**config.mk**
```make
export PLATFORM = sky130hd
export DESIGN_NAME = wdf_buf
export DESIGN_NICKNAME = d
export VERILOG_FILES = /design/src/rtl/wdf_buf.sv
export SDC_FILE = /design/constraint.sdc
export NUM_CORES = 1
export LEC_CHECK = 0
export CAP_MARGIN = 20
export CORE_MARGIN = 5
export CORE_UTILIZATION = 40
export CTS_BUF_LIST = sky130_fd_sc_hd__clkbuf_16
export DETAILED_ROUTE_END_ITERATION = 6
export GPL_ROUTABILITY_DRIVEN = 0
export GPL_TIMING_DRIVEN = 0
export SKIP_LAST_GASP = 1
export SYNTH_ARGS = -nofsm -noshare
export SYNTH_HDL_FRONTEND = slang
export SYNTH_SLANG_ARGS = --single-unit
```
**constraint.sdc**
```tcl
create_clock -name clk -period 5.5 [get_ports clk]
set_input_delay 0.55 -clock clk [delete_from_list [all_inputs] [get_ports clk]]
set_output_delay 0.55 -clock clk [all_outputs]
set_load 0.01 [all_outputs]
```
**src/rtl/wdf_buf.sv**
```systemverilog
// Write data buffer between the TLX receive path and the MMIO block.
// TLX receive writes payloads into slots it names. MMIO reads a slot by
// pointer, which frees the slot and returns a credit. Command parity and
// slot-usage errors set sticky fault bits.
module wdf_buf #(
    parameter int DEPTH = 8,
    parameter int DW    = 64
) (
    input  logic            clk,
    input  logic            rstn,
    input  logic            tlxr_wdf_wr,
    input  logic [2:0]      tlxr_wdf_wptr,
    input  logic            tlxr_wdf_wr_p,
    input  logic [DW-1:0]   tlxr_wdf_data,
    input  logic [DW/8-1:0] tlxr_wdf_data_p,
    input  logic            mmio_wdf_rd,
    input  logic [2:0]      mmio_wdf_rptr,
    input  logic            mmio_wdf_rd_p,
    output logic [DW-1:0]   wdf_mmio_data,
    output logic [DW/8-1:0] wdf_mmio_data_p,
    output logic            wdf_mmio_data_v,
    output logic            wdf_tlxr_free,
    output logic [2:0]      wdf_tlxr_fptr,
    output logic [3:0]      wdf_cnt,
    output logic [3:0]      wdf_fir
);

    localparam int PW = DW / 8;

    logic [DW-1:0]    mem_data [DEPTH];
    logic [PW-1:0]    mem_par  [DEPTH];
    logic [DEPTH-1:0] valid;

    logic             wr_good;
    logic             wr_bad;
    logic             rd_good;
    logic             rd_bad;
    logic             rd_hit;
    logic             rd_miss;
    logic             overwrite;
    logic [DEPTH-1:0] valid_nxt;
    logic [3:0]       cnt_nxt;
    logic [3:0]       fir_nxt;

    // Decode commands: parity checks, hit/miss and next occupancy state.
    always_comb begin
        wr_good   = tlxr_wdf_wr & ~(^{tlxr_wdf_wr, tlxr_wdf_wptr, tlxr_wdf_wr_p});
        wr_bad    = tlxr_wdf_wr &  (^{tlxr_wdf_wr, tlxr_wdf_wptr, tlxr_wdf_wr_p});
        rd_good   = mmio_wdf_rd &  (^{mmio_wdf_rd, mmio_wdf_rptr, mmio_wdf_rd_p});
        rd_bad    = mmio_wdf_rd & ~(^{mmio_wdf_rd, mmio_wdf_rptr, mmio_wdf_rd_p});
        rd_hit    = rd_good &  valid[mmio_wdf_rptr];
        rd_miss   = rd_good & ~valid[mmio_wdf_rptr];
        // A same-cycle read of the target slot frees it first, so no fault.
        overwrite = wr_good & valid[tlxr_wdf_wptr]
                    & ~(rd_hit & (mmio_wdf_rptr == tlxr_wdf_wptr));

        // Clear before set so a same-slot write+read leaves the slot valid.
        valid_nxt = valid;
        if (rd_hit) begin
            valid_nxt[mmio_wdf_rptr] = 1'b0;
        end
        if (wr_good) begin
            valid_nxt[tlxr_wdf_wptr] = 1'b1;
        end

        // Count is derived from the valid bits so it cannot drift or wrap.
        cnt_nxt = '0;
        for (int i = 0; i < DEPTH; i++) begin
            cnt_nxt = cnt_nxt + 4'(valid_nxt[i]);
        end

        fir_nxt = wdf_fir | {rd_miss, overwrite, rd_bad, wr_bad};
    end

    // Payload array; contents are don't-care after reset so it has no reset.
    always_ff @(posedge clk) begin
        if (!rstn && wr_good) begin
            mem_data[tlxr_wdf_wptr] <= tlxr_wdf_data;
            mem_par[tlxr_wdf_wptr]  <= tlxr_wdf_data_p;
        end
    end

    // Occupancy, fault and registered read/credit outputs.
    always_ff @(posedge clk) begin
        if (rstn) begin
            valid           <= '0;
            wdf_cnt         <= '0;
            wdf_fir         <= '0;
            wdf_mmio_data   <= '0;
            wdf_mmio_data_p <= '0;
            wdf_mmio_data_v <= 1'b0;
            wdf_tlxr_free   <= 1'b0;
            wdf_tlxr_fptr   <= '0;
        end else begin
            valid           <= valid_nxt;
            wdf_cnt         <= cnt_nxt;
            wdf_fir         <= fir_nxt;
            // Array read uses pre-write contents, giving old data on a
            // same-slot write+read.
            wdf_mmio_data   <= rd_hit ? mem_data[mmio_wdf_rptr] : '0;
            wdf_mmio_data_p <= rd_hit ? mem_par[mmio_wdf_rptr]  : '0;
            wdf_mmio_data_v <= rd_good;
            wdf_tlxr_free   <= rd_hit;
            wdf_tlxr_fptr   <= rd_hit ? mmio_wdf_rptr : 3'd0;
        end
    end

endmodule

```
==> results.json <==
{
  "slew_headroom": 0.316,
  "rows": 91,
  "finalMaxSlewViolations": 0,
  "worstRegToRegCells": 15,
  "netlist.area_leader.share": 0.699,
  "grt_pass1_wl_mm": 82.8,
  "cp_slowest_stage_delay_ns": 0.86,
  "max_freq_mhz": 192,
  "clk_pin_slew_ns": 0.06,
  "avgRoutedWirePerCell_um": 23.8,
  "firstDrtPassIters": 5,
  "ys_ff_latch": 669,
  "r2r_end": "wdf_cnt[2]$_SDFF_PP0_",
  "synth-edff-count": 576,
  "timing.rr.start": "valid[4]$_SDFF_PP0_",
  "clk_path_buf_depth": 3,
  "setup_viol": 0,
  "cts.sinks": 669,
  "p_leak_nw": 9.71,
  "finalCritPeriodShare": 0.946,
  "antenna_found_initial": 8,
  "dieArea_um2": 67000,
  "status": "complete, no violations",
  "yosysSeqAreaShare": 0.774,
  "ios": 169,
  "drive_gt1_frac": 0.228,
  "start_util": 0.403,
  "ys.flop_type": "edfxtp_1",
  "ant_nets": 0,
  "nNetsFinal": 1569,
  "chipWidth_um": 259,
  "syn_avg_cell_area_um2": 20.2,
  "cts_tree": "built",
  "synthTopCellsByArea": "edfxtp_1 (70%), mux4_2 (13%), dfxtp_1 (7.5%), nand2_1 (2.3%), a21oi_2 (1.8%)",
  "via_per_inst": 5.21,
  "total_power_w": 0.0108,
  "cts_buffers": 71,
  "grtUsageTotal": 0.166,
  "ir_worst_vdd_v": 0.000196,
  "nFillCells": 5066,
  "synth_cell_types": 46,
  "clockRootBuffer": "clkbuf_16",
  "grt_overflow": 0,
  "routed_wl_mm": 55.1,
  "required_ns": 5.96,
  "fin_util": 0.487,
  "dpl.hpwl_mm": 32.0,
  "holdPathEnd": "wdf_fir[1]$_SDFF_PP0_",
  "critPathKind": "input pin to flop",
  "grt_pass1_vias": 12800,
  "clock_latency_ns": 0.59,
  "die_height_um": 259,
  "syn_to_final_growth_pct": 20.9,
  "start_kind": "input pin",
  "grt_setup_unrepaired": "no",
  "holdPathStages": 2,
  "fin_worst_skew_ns": 0.0121,
  "worstPathCellList": "clkdlybuf4s50_1 -> clkbuf_1 -> inv_1 -> ha_1 -> xnor2_1 -> nor3b_1 -> a21oi_1 -> o21ba_2 -> fa_1 -> inv_1 -> fa_1 -> fa_1 -> inv_1 -> ha_1 -> inv_1 -> fa_1 -> xor2_1 -> nor2_1",
  "r2r_setup_slack_ns": 1.36,
  "arrival_ns": 5.67,
  "power_density_nw_per_um2": 362,
  "synthCells": 1223,
  "hold_viol_final": 0,
  "syn_area_um2": 24800,
  "io_buffers": 167,
  "hp-class": "flop to flop",
  "drc": 0,
  "yosys_warnings": 0,
  "min_from": "wdf_fir[1]$_SDFF_PP0_",
  "async_reset_ff_frac": 0,
  "vias": 12100,
  "worstSetupEndpointType": "flop",
  "drt_iter0_drc": 736,
  "layout_min_cycle_time_ns": 5.20,
  "slowest_stage": "nor3b_1",
  "cts-resized-gates": 0,
  "syn-num-nets": 1322,
  "htreeDepth": 3,
  "synth_area_leader_cell": "edfxtp_1",
  "critPathMaxFanout": 8,
  "drv_cap": 0,
  "core-area_um2": 61500,
  "grt_start_max_net_pins": 49,
  "tightestPinTransition_ns": 1.02
}
[per-layer routing]
layer / global-route usage / vias to the layer above / share of wire
met5: 0 / - / 0.0017
met1: 0.225 / 6329 / 0.43
li1: - / 5360 / -
met2: 0.273 / 302 / 0.50
met3: 0.0404 / 78 / 0.060
met4: 0.0421 / 14 / 0.016
[cells by family (layout without fill, tap and decap cells)]
family                   Yosys count  count (layout)  synth area share
adder cells (fa/ha/maj)           15              15           0.00879
other                              0               2                 0
XOR/XNOR                           8               8           0.00283
flip-flops                       669             669             0.774
multiplexers                     149             149             0.134
AO/OA/AOI/OAI                    106             106            0.0323
AND/OR/NAND/NOR                  196             196            0.0335
buffers and inverters             80             386            0.0151
[metrics by stage]
stage / hold slack [ns] / area (um^2) / instances / setup TNS, ns / setup WS, ns
after global routing: 0.521 / 29900 / 2319 / 0 / 0.0367
after floorplan: 0.496 / 24800 / 1223 / 0 / 0.619
after CTS: 0.474 / 29900 / 2320 / 0 / 0.0238
final: 0.469 / 29900 / 2321 / 0 / 0.295
after global placement: 0.446 / 27400 / 2180 / -886.64 / -1.63
after detailed placement: 0.459 / 27600 / 2188 / -1.67 / -0.641
[state kept, by name (all words and copies together) (netlist names)]
signal           count
mem_data           512
mem_par             64
wdf_mmio_data       64
valid                8
wdf_mmio_data_p      8
wdf_cnt              4
wdf_fir              4
wdf_tlxr_fptr        3
wdf_mmio_data_v      1
wdf_tlxr_free        1
[report_power, final]
part	internal, W	total [W]	switching, W
logic	0.000249	0.000552	0.000303
clock network	0.00275	0.00467	0.00191
registers	0.00559	0.00561	0.0000207
[worst max path at each step]
stage / to / cells after the start / from / slack (ns)
2_1_floorplan: wdf_cnt[2]$_SDFF_PP0_ / 17 / mmio_wdf_rptr[2] / 0.62
3_3_place_gp: mem_data[0][41]$_DFFE_PP_ / 8 / tlxr_wdf_wptr[1] / -1.63
3_5_place_dp: wdf_cnt[2]$_SDFF_PP0_ / 18 / mmio_wdf_rptr[2] / -0.64
4_1_cts: wdf_cnt[2]$_SDFF_PP0_ / 18 / mmio_wdf_rptr[2] / 0.02
5_1_grt: wdf_cnt[2]$_SDFF_PP0_ / 18 / tlxr_wdf_wptr[1] / 0.04
6_report: wdf_cnt[2]$_SDFF_PP0_ / 18 / tlxr_wdf_wptr[1] / 0.30
[layout by cell type, fill, tap and decap left out, types with 3 or more instances in the layout]
| cell type | synthesis | layout |
|---|---|---|
| clkinv_2 | 0 | 11 |
| dfxtp_1 | 93 | 93 |
| a21oi_2 | 50 | 50 |
| fa_1 | 4 | 4 |
| clkdlybuf4s50_1 | 0 | 167 |
| and2_4 | 0 | 8 |
| xnor2_1 | 5 | 5 |
| ha_1 | 11 | 11 |
| a21oi_1 | 32 | 32 |
| clkbuf_1 | 33 | 32 |
| buf_16 | 0 | 3 |
| buf_6 | 6 | 6 |
| xor2_1 | 3 | 3 |
| clkinv_1 | 0 | 12 |
| inv_1 | 16 | 34 |
| o21ba_2 | 4 | 4 |
| buf_2 | 20 | 20 |
| nor2_1 | 14 | 14 |
| buf_1 | 4 | 4 |
| inv_6 | 0 | 4 |
| clkbuf_16 | 0 | 75 |
| nor2b_1 | 11 | 11 |
| buf_12 | 0 | 5 |
| nand2_1 | 149 | 149 |
| bufinv_16 | 0 | 6 |
| mux4_2 | 145 | 145 |
| clkinvlp_4 | 0 | 4 |
| edfxtp_1 | 576 | 576 |
[worst max-delay path, delay by kind of cell]
| family | cells | cell delay [ns] |
|---|---|---|
| AND/OR/NAND/NOR | 2 | 0.91 |
| adder cells (fa/ha/maj) | 6 | 2.24 |
| XOR/XNOR | 2 | 0.36 |
| buffers and inverters | 6 | 1.15 |
| AO/OA/AOI/OAI | 2 | 0.44 |
[synth_stat cells (all sizes together), types with 2 or more instances]
master,number
a2111o,2
a2111oi,2
a211o,2
a211oi,2
a21oi,82
a31oi,2
and2,10
buf,31
clkbuf,33
dfxtp,93
edfxtp,576
fa,4
ha,11
inv,16
mux2,2
mux2i,2
mux4,145
nand2,149
nand2b,3
nor2,14
nor2b,11
nor3b,2
o21ai,2
o21ba,4
or4,2
xnor2,5
xor2,3
[what timing repair did]
item,4_1_cts,5_1_grt
setup buffers,0,0
endpoints found under the setup margin,0,2
hold buffers,0,0
[layout make-up]
| class | instances | area, um^2 | share of cell area |
|---|---|---|---|
| clock buffers | 75 | 1880 | 0.0627 |
| plain buffers | 63 | 310 | 0.0104 |
| well taps | 790 | 988 | 0.0330 |
| clock inverters | 57 | 430 | 0.0144 |
| repair buffers | 175 | 1850 | 0.0620 |
| flip-flops and latches | 669 | 19200 | 0.640 |
| diodes | 2 | 5.00 | 0.000167 |
| multi-input cells | 474 | 5240 | 0.175 |
| inverters | 16 | 60.1 | 0.00201 |
Power figures use the tool's default switching activity.
